`config.mk`:
```
export PLATFORM = sky130hd
export DESIGN_NAME = hex_scan_ctrl
export DESIGN_NICKNAME = d
export VERILOG_FILES = /design/src/rtl/hex_disp_pkg.sv /design/src/rtl/hex_seg_decode.sv /design/src/rtl/hex_scan_ctrl.sv
export SDC_FILE = /design/constraint.sdc
export NUM_CORES = 1
export LEC_CHECK = 0
export CAP_MARGIN = 20
export CORE_UTILIZATION = 30
export CTS_CLUSTER_SIZE = 24
export DETAILED_ROUTE_END_ITERATION = 16
export HOLD_SLACK_MARGIN = 0.06
export MAX_ROUTING_LAYER = met4
export SKIP_LAST_GASP = 1
export SLEW_MARGIN = 20
export SYNTH_ARGS = -nofsm -noshare
export SYNTH_HDL_FRONTEND = slang
export SYNTH_SLANG_ARGS = --single-unit
```
`constraint.sdc`:
```
create_clock -name clk -period 4.04 [get_ports clk]
set_input_delay 0.606 -clock clk [delete_from_list [all_inputs] [get_ports clk]]
set_output_delay 0.606 -clock clk [all_outputs]
set_load 0.02 [all_outputs]
```
`src/rtl/hex_disp_pkg.sv`:
```
// hex_disp_pkg: segment table, blank pattern and scan state type shared by the hex scan controller
package hex_disp_pkg;
  localparam logic [6:0] SEG_BLANK = 7'h7F;
  localparam logic [6:0] SEG_TABLE [16] = '{
    7'h40, 7'h79, 7'h24, 7'h30, 7'h19, 7'h12, 7'h02, 7'h78,
    7'h00, 7'h10, 7'h08, 7'h03, 7'h46, 7'h21, 7'h06, 7'h0E
  };
  typedef enum logic {BLANK, SHOW} scan_state_t;
  function automatic logic [6:0] seg_of(input logic [3:0] nib);
    return SEG_TABLE[nib];
  endfunction
endpackage

```
`src/rtl/hex_seg_decode.sv`:
```
// hex_seg_decode: nibble to active-low gfedcba segment pattern
module hex_seg_decode
  import hex_disp_pkg::*;
(
  input  logic [3:0] nib_i,
  output logic [6:0] seg_o
);
  assign seg_o = seg_of(nib_i);
endmodule

```
`src/rtl/hex_scan_ctrl.sv`:
```
// hex_scan_ctrl: tear-free multiplexed 7-segment scan controller; HEX_SCAN_BLINK_EN adds per-digit blinking
module hex_scan_ctrl
  import hex_disp_pkg::*;
#(
  parameter int DIGITS    = 4,
  parameter int SCAN_DIV  = 50000,
  parameter int BLANK_CYC = 500
`ifdef HEX_SCAN_BLINK_EN
  ,
  parameter int BLINK_FRAMES = 32
`endif
) (
  input  logic                  clk,
  input  logic                  rst,
  input  logic                  load_valid,
  output logic                  load_ready,
  input  logic [4*DIGITS-1:0]   load_data,
  input  logic [DIGITS-1:0]     load_mask,
`ifdef HEX_SCAN_BLINK_EN
  input  logic [DIGITS-1:0]     blink_mask,
`endif
  output logic [6:0]            seg_n,
  output logic [DIGITS-1:0]     dig_en_n,
  output logic                  frame_done
);
  localparam int MAXC = (SCAN_DIV > BLANK_CYC) ? SCAN_DIV : BLANK_CYC;
  localparam int CW = $clog2(MAXC + 1);
  localparam int IW = (DIGITS > 1) ? $clog2(DIGITS) : 1;
  localparam logic NO_BLANK = (BLANK_CYC == 0);
  localparam logic [CW-1:0] SHOW_LAST = CW'(SCAN_DIV - 1);
  localparam logic [CW-1:0] BLANK_LAST = CW'(NO_BLANK ? 0 : BLANK_CYC - 1);
  localparam logic [IW-1:0] IDX_LAST = IW'(DIGITS - 1);
  scan_state_t state_q, state_d;
  logic [CW-1:0] cnt_q, cnt_d;
  logic [IW-1:0] idx_q, idx_d;
  logic [4*DIGITS-1:0] act_word_q, pend_word_q;
  logic [DIGITS-1:0] act_mask_q, pend_mask_q, dig_en_q, dig_en_d;
  logic pend_full_q;
  logic [6:0] seg_q, seg_d, seg_dec;
  logic slot_end, boundary, accept, blink_off, lit;
  logic [3:0] nib;
  hex_seg_decode u_dec (.nib_i(nib), .seg_o(seg_dec));
`ifdef HEX_SCAN_BLINK_EN
  localparam int FW = $clog2(BLINK_FRAMES + 1);
  localparam logic [FW-1:0] F_LAST = FW'(BLINK_FRAMES - 1);
  logic [FW-1:0] fcnt_q;
  logic phase_q;
  assign blink_off = phase_q & blink_mask[idx_q];
  // Blink phase flips after every BLINK_FRAMES completed frames
  always_ff @(posedge clk) begin
    if (rst) begin
      fcnt_q  <= '0;
      phase_q <= 1'b0;
    end else if (boundary) begin
      fcnt_q  <= (fcnt_q == F_LAST) ? '0 : fcnt_q + 1'b1;
      phase_q <= phase_q ^ (fcnt_q == F_LAST);
    end
  end
`else
  assign blink_off = 1'b0;
`endif
  // Slot sequencing and the per-cycle output pattern for the current slot
  always_comb begin
    slot_end = (state_q == SHOW) ? (cnt_q == SHOW_LAST) : (cnt_q == BLANK_LAST);
    state_d  = !slot_end ? state_q : ((state_q == SHOW && !NO_BLANK) ? BLANK : SHOW);
    cnt_d    = slot_end ? '0 : cnt_q + 1'b1;
    idx_d    = (slot_end && state_q == SHOW) ? ((idx_q == IDX_LAST) ? '0 : idx_q + 1'b1) : idx_q;
    boundary = (state_q == SHOW) && slot_end && (idx_q == IDX_LAST);
    accept   = load_valid && !pend_full_q;
    nib      = act_word_q[{idx_q, 2'b00} +: 4];
    lit      = (state_q == SHOW) && act_mask_q[idx_q] && !blink_off;
    seg_d    = lit ? seg_dec : SEG_BLANK;
    dig_en_d = lit ? ~(DIGITS'(1) << idx_q) : '1;
  end
  // Scan state, pending/active word handoff at frame boundaries, registered outputs
  always_ff @(posedge clk) begin
    if (rst) begin
      state_q     <= NO_BLANK ? SHOW : BLANK;
      cnt_q       <= '0;
      idx_q       <= '0;
      act_word_q  <= '0;
      act_mask_q  <= '0;
      pend_word_q <= '0;
      pend_mask_q <= '0;
      pend_full_q <= 1'b0;
      seg_q       <= SEG_BLANK;
      dig_en_q    <= '1;
    end else begin
      state_q     <= state_d;
      cnt_q       <= cnt_d;
      idx_q       <= idx_d;
      pend_full_q <= accept | (pend_full_q & !boundary);
      seg_q       <= seg_d;
      dig_en_q    <= dig_en_d;
      if (boundary && pend_full_q) begin
        act_word_q <= pend_word_q;
        act_mask_q <= pend_mask_q;
      end
      if (accept) begin
        pend_word_q <= load_data;
        pend_mask_q <= load_mask;
      end
    end
  end
  assign load_ready = !pend_full_q;
  assign seg_n      = seg_q;
  assign dig_en_n   = dig_en_q;
  assign frame_done = boundary;
endmodule

```
==> metrics.yaml <==
status:
  outcome: "finished with violations"
  violations: "DRC"
sta:
  rsz0062_at_grt: "false"
  period_needed_ns: 3.11
  drv_slew: 0
  fmax_mhz: 322
  worst_slew_pin_slew_ns: 0.696
  hold_viol_final: 0
  period_share: 0.769
  setup_viol_count_final: 0
  timing.clock.skew_ns: 0.0111
  setup_tns_ns: 0
  fin_ws_ns: 0.933
  max_slew_margin: 0.536
setup_path:
  crit_arrival_ns: 2.50
  timing.rr.start: "idx_q[0]"
  cpMostUsedCell: "and4_1"
  crit_path_start_kind: "flip-flop"
  cpPeakStageDelay_ns: 0.61
  ff2ff_setup_slack_ns: 1.81
  crit_required_ns: 3.43
  endpoint_kind: "primary output"
  critPathKind: "reg -> out"
  path_cells: "nor4bb_1 -> and4_1 -> and4_1 -> clkdlybuf4s50_1"
  crit_slowest_cell: "clkdlybuf4s50_1"
  path_delay_family: "simple AND/OR/NAND/NOR gates"
  crit_buf_inv: 1
  startpoint: "cnt_q[2]"
  crit_cells: 4
  ff2ff_path_depth: 6
  r2r_end: "seg_n[1]"
  cp_max_fo: 7
  crit_end: "frame_done"
drt:
  ant_nets: 0
  drt_iter0_drc: 101
  wl_per_cell_um: 11.5
  vias: 2414
  first_pass_iters: 10
  viasPerCell: 4.62
  drc_errors: 2
  drt_wl_total_mm: 6.02
yosys:
  ys_async_sr_fraction: 0
  yosysTopAreaCellShare: 0.452
  syn_nets: 386
  ys_seq_area_frac: 0.452
  yosysTopAreaCell: "dfxtp_1"
  synth.most_common_cell: "nand2_1"
  synth_edf_count: 0
  syn_inst: 352
  netlist_top_cells_area: "dfxtp_1 (45%), nand2_1 (11%), mux2i_1 (6.7%)"
  ys_ff_latch: 71
  syn_area_per_cell_um2: 8.94
  synth_cell_types: 39
  synth-warning-count: 0
  yosys-top-cells-count: "nand2_1 (91), dfxtp_1 (71), a21oi_1 (25)"
  synth_area_mm2: 0.00315
  synth_ff_type: "dfxtp_1"
floorplanning:
  num_rows: 37
  die-area_mm2: 0.0109
  io-pin-count: 36
  core_area_mm2: 0.0102
  die_h_um: 104
  die_w_um: 104
  initial_core_util: 0.308
clocking:
  cts_sinks: 71
  clockBufferDepth: 2
  htreeDepth: 3
  cts_root_buf: "clkbuf_8"
  ctsHoldBuffers: 0
  clk_pin_slew_worst_paths_ns: 0.08
  worst_skew_pair.late_latency_ns: 0.35
  cts_setup_buffers: 0
  ctsResizeCount: 0
  numCtsBuffers: 9
  cts_tree: "yes"
power_and_ir_drop:
  p_per_area_mw_per_mm2: 383
  ir_drop_v: 0.000153
  p_leak_nw: 1.28
  finalPower_mw: 1.47
layout:
  syn2layout_area_growth_pct: 21.7
  drive_gt1_frac: 0.0751
  fin_nets: 415
  design_area_mm2: 0.00383
  diodes: 0
  fillers: 1041
min_path:
  worstHoldStart: "pend_word_q[15]"
  hold_path_class: "reg -> reg"
grt:
  grt_overflow: 0
  grt_max_degree: 41
  grt_pass1_vias: 2339
  antenna_found_initial: 0
  grt_pass1_wl_mm: 10.6
  gr-usage-all-layers: 0.123
place:
  gp_congestion: 0.773
  portBuffers: 35
  post-dp-hpwl_mm: 4.21
  pre_cts_slack_ns: 1.30
  dpl_cell_area_mm2: 0.00359
job:
  max_cap_viol_count: 0
## worst register-to-register path: cells and delay by family, from the launching register on
| kind | cells | cell delay [ns] |
|---|---|---|
| AOI/OAI and AO/OA | 1 | 0.12 |
| adders and majority gates | 1 | 0.25 |
| buffers and inverters | 1 | 0.16 |
| DFF | 1 | 0.66 |
| muxes | 1 | 0.67 |
| and+or+nand+nor | 2 | 0.23 |
## cells in the final DEF (no fill, tap or decap), types with 3 or more instances in the layout
cell type and instances:
nand2_1 91, dfxtp_1 71, clkdlybuf4s50_1 35, a21oi_1 25, nor2_1 22, mux2i_1 21, inv_1 11, xnor2_1 11
ha_1 11, clkbuf_8 9, nand3_1 8, nand4_1 7, nor3_1 6, mux4_2 5, nor2b_1 5, o221ai_1 4
nor4_1 4, buf_4 4, o31ai_1 3, xor2_1 3, bufinv_16 3
## stage by stage
stage                util  hold slack, ns  instances
floorplan               -           0.432        352
global placement    0.351           0.443        506
detailed placement  0.351           0.449        506
CTS                 0.374           0.460        522
global route        0.374           0.475        522
finish              0.374           0.457        522
## area by class of cell
cell class              instances  area (um^2)  area share
repair buffers                 39          380      0.0993
well taps                     136          170      0.0444
flip-flops and latches         71         1420       0.371
multi-input cells             248         1580       0.412
inverters                      12         45.0      0.0118
clock buffers                  10          128      0.0333
clock inverters                 6          109      0.0284
## per-layer routing
metal	vias to the layer above	track usage	routed length, um
li1	1246	-	-
met1	1119	0.146	2970
met2	44	0.195	2770
met3	5	0.0294	191
met4	0	0.0622	85
met5	-	-	0
## worst min-delay path by stage
stage	end	cells past startpoint	slack (ns)
finish	act_word_q[15]	2	0.46
global route	act_mask_q[0]	2	0.48
CTS	act_word_q[14]	2	0.46
detailed placement	act_word_q[14]	2	0.45
global placement	act_word_q[6]	2	0.44
floorplan	act_mask_q[2]	2	0.43
## state kept, by name, summed over array words and instances (netlist names)
register,count
act_word_q,16
pend_full_q,1
pend_mask_q,4
act_mask_q,4
pend_word_q,16
state_q,1
idx_q,2
dig_en_n,4
cnt_q,16
seg_n,7
## report_power, final
group	switching (mW)	total (mW)	internal (mW)	leakage (nW)
Combinational	0.0386	0.0751	0.0364	0.580
Sequential	0.0102	0.724	0.714	0.576
Clock	0.258	0.668	0.409	0.120
## cell families (layout without fill, tap and decap cells)
family | after synthesis | in the layout | synth area share
and+or+nand+nor | 154 | 154 | 0.222
DFF | 71 | 71 | 0.452
xor gates and xnor gates | 14 | 14 | 0.0390
muxes | 26 | 26 | 0.103
buffers and inverters | 33 | 67 | 0.0477
adders and majority gates | 11 | 11 | 0.0437
AOI/OAI and AO/OA | 43 | 43 | 0.0934
(Power assumes the default switching activity.)
==> patch: new RTL, same settings <==
Change the parameter `BLANK_CYC` from 500 to 125.
--- a/src/rtl/hex_scan_ctrl.sv
+++ b/src/rtl/hex_scan_ctrl.sv
@@ -6,3 +6,3 @@
   parameter int SCAN_DIV  = 50000,
-  parameter int BLANK_CYC = 500
+  parameter int BLANK_CYC = 125
 `ifdef HEX_SCAN_BLINK_EN
Formal check against the unedited RTL: same outputs for any inputs over 10 cycles, from zero or initial values and one cycle with rst high; that may be too few to reach the edited logic, so the function may still have changed.
==> patch against the original RTL <==
Area after synthesis is 1.8% lower; register-to-register slack gained 0.05 ns; worst setup slack gained 0.077 ns; final cell count down 1.3%; total power up 0.83%; final area fell by 1.7%; sequential cell count unchanged; critical endpoint unchanged; highest routed layer unchanged; largest power group unchanged; wire length grew 8.6%; synthesized cell count grew 0.85%.
==> patch: results (changes against the original RTL) <==
outcome: "finished, final reports clean"  # was finished with violations
clock_latency_ns: 0.35  # about the same
drt_first_pass_iters: 4  # was 10
synth.most_common_cell: "dfxtp_1"  # was nand2_1
p_leak_nw: 1.27  # was 1.28 nW
grt_pass1_wl_mm: 11.1  # was 10.6 mm
yosysWarnings: 0  # unchanged
first_iter_violations: 94  # was 101
place_area_mm2: 0.00351  # was 0.00359 mm2
post_cts_resized: 0  # unchanged
synthTopCellsByArea: "dfxtp_1, a21oi_1, nand2_1, nand4_1, ha_1"  # was dfxtp_1, nand2_1, mux2i_1, ha_1, a21oi_1
timing.slew.headroom: 0.442  # was 0.536
ys_top_cells_by_count: "dfxtp_1, nand2_1, a21oi_1, nand4_1, o21ai_0"  # was nand2_1, dfxtp_1, a21oi_1, nor2_1, mux2i_1
yosysSeqAreaShare: 0.460  # was 0.452
num_vias: 2494  # was 2,414
worstPathMaxFanout: 24  # was 7
layout-drive-gt1-share: 0.0812  # was 0.0751
grt_usage: 0.132  # was 0.123
syn_nets: 389  # was 386
grt_max_degree: 46  # was 41
place.gp.congestion: 0.791  # was 0.773
avgRoutedWirePerCell_um: 12.7  # was 11.5 um
dp_hpwl_mm: 4.42  # was 4.21 mm
grt_pass1_vias: 2221  # was 2,339
fin_nets: 411  # was 415
clock-skew-final_ns: 0.0123  # was 0.0111 ns
antenna_found_initial: 0  # unchanged
arrival_ns: 2.42  # was 2.50 ns
place_ws_ns: 1.41  # was 1.30 ns
ys_types: 39  # unchanged
ir_drop_v: 0.000154  # was 0.000153 V
-- patch: power by group --
group	internal, mW	leakage, nW	switching [mW]
Sequential	0.714	0.576	0.0106
Combinational	0.0327	0.573	0.0324
Clock	0.412	0.123	0.277
Total	1.16	1.27	0.320
-- patch: per-layer routing --
layer,global-route usage,wire [um]
met2,0.176,2680
met4,0.0362,53
met5,-,0
met3,0.0453,375
met1,0.185,3430
-- patch: critical path: stages (launching register included) --
cell             delay (ns)
dfxtp_1                0.36
nor4_1                 0.42
nand4_1                0.15
buf_4                  0.24
nor3_1                 0.26
clkdlybuf4s50_1        0.66
-- patch: cell type report --
| cell class | count | area, um2 |
|---|---|---|
| clock buffers | 9 | 124 |
| clock inverters | 7 | 121 |
| fillers | 1006 | 6100 |
| inverters | 10 | 37.5 |
| multi-input cells | 247 | 1520 |
| flip-flops and latches | 71 | 1420 |
| well taps | 133 | 166 |
| repair buffers | 38 | 373 |
-- patch: worst paths after layout --
kind / from / endpoint / slack, ns / cells past startpoint
min reg2reg: pend_word_q[14] / pend_word_q[14] / 0.46 / 2
max reg2reg: idx_q[0] / seg_n[3] / 1.86 / 5
max: cnt_q[12] / frame_done / 1.01 / 5
min: pend_word_q[14] / pend_word_q[14] / 0.46 / 2
-- patch: per-stage QoR --
stage	util	cells
floorplan	-	355
global placement	0.356	499
detailed placement	0.356	499
CTS	0.381	515
global route	0.382	515
finish	0.382	515
-- patch: cells by family after synthesis --
family                     count (synthesis)  share of synthesized area
AOI/OAI and AO/OA                         88                      0.161
and+or+nand+nor                          131                      0.213
muxes                                      6                     0.0397
adders and majority gates                 11                     0.0445
buffers and inverters                     37                     0.0506
xor gates and xnor gates                  11                     0.0312
DFF                                       71                      0.460
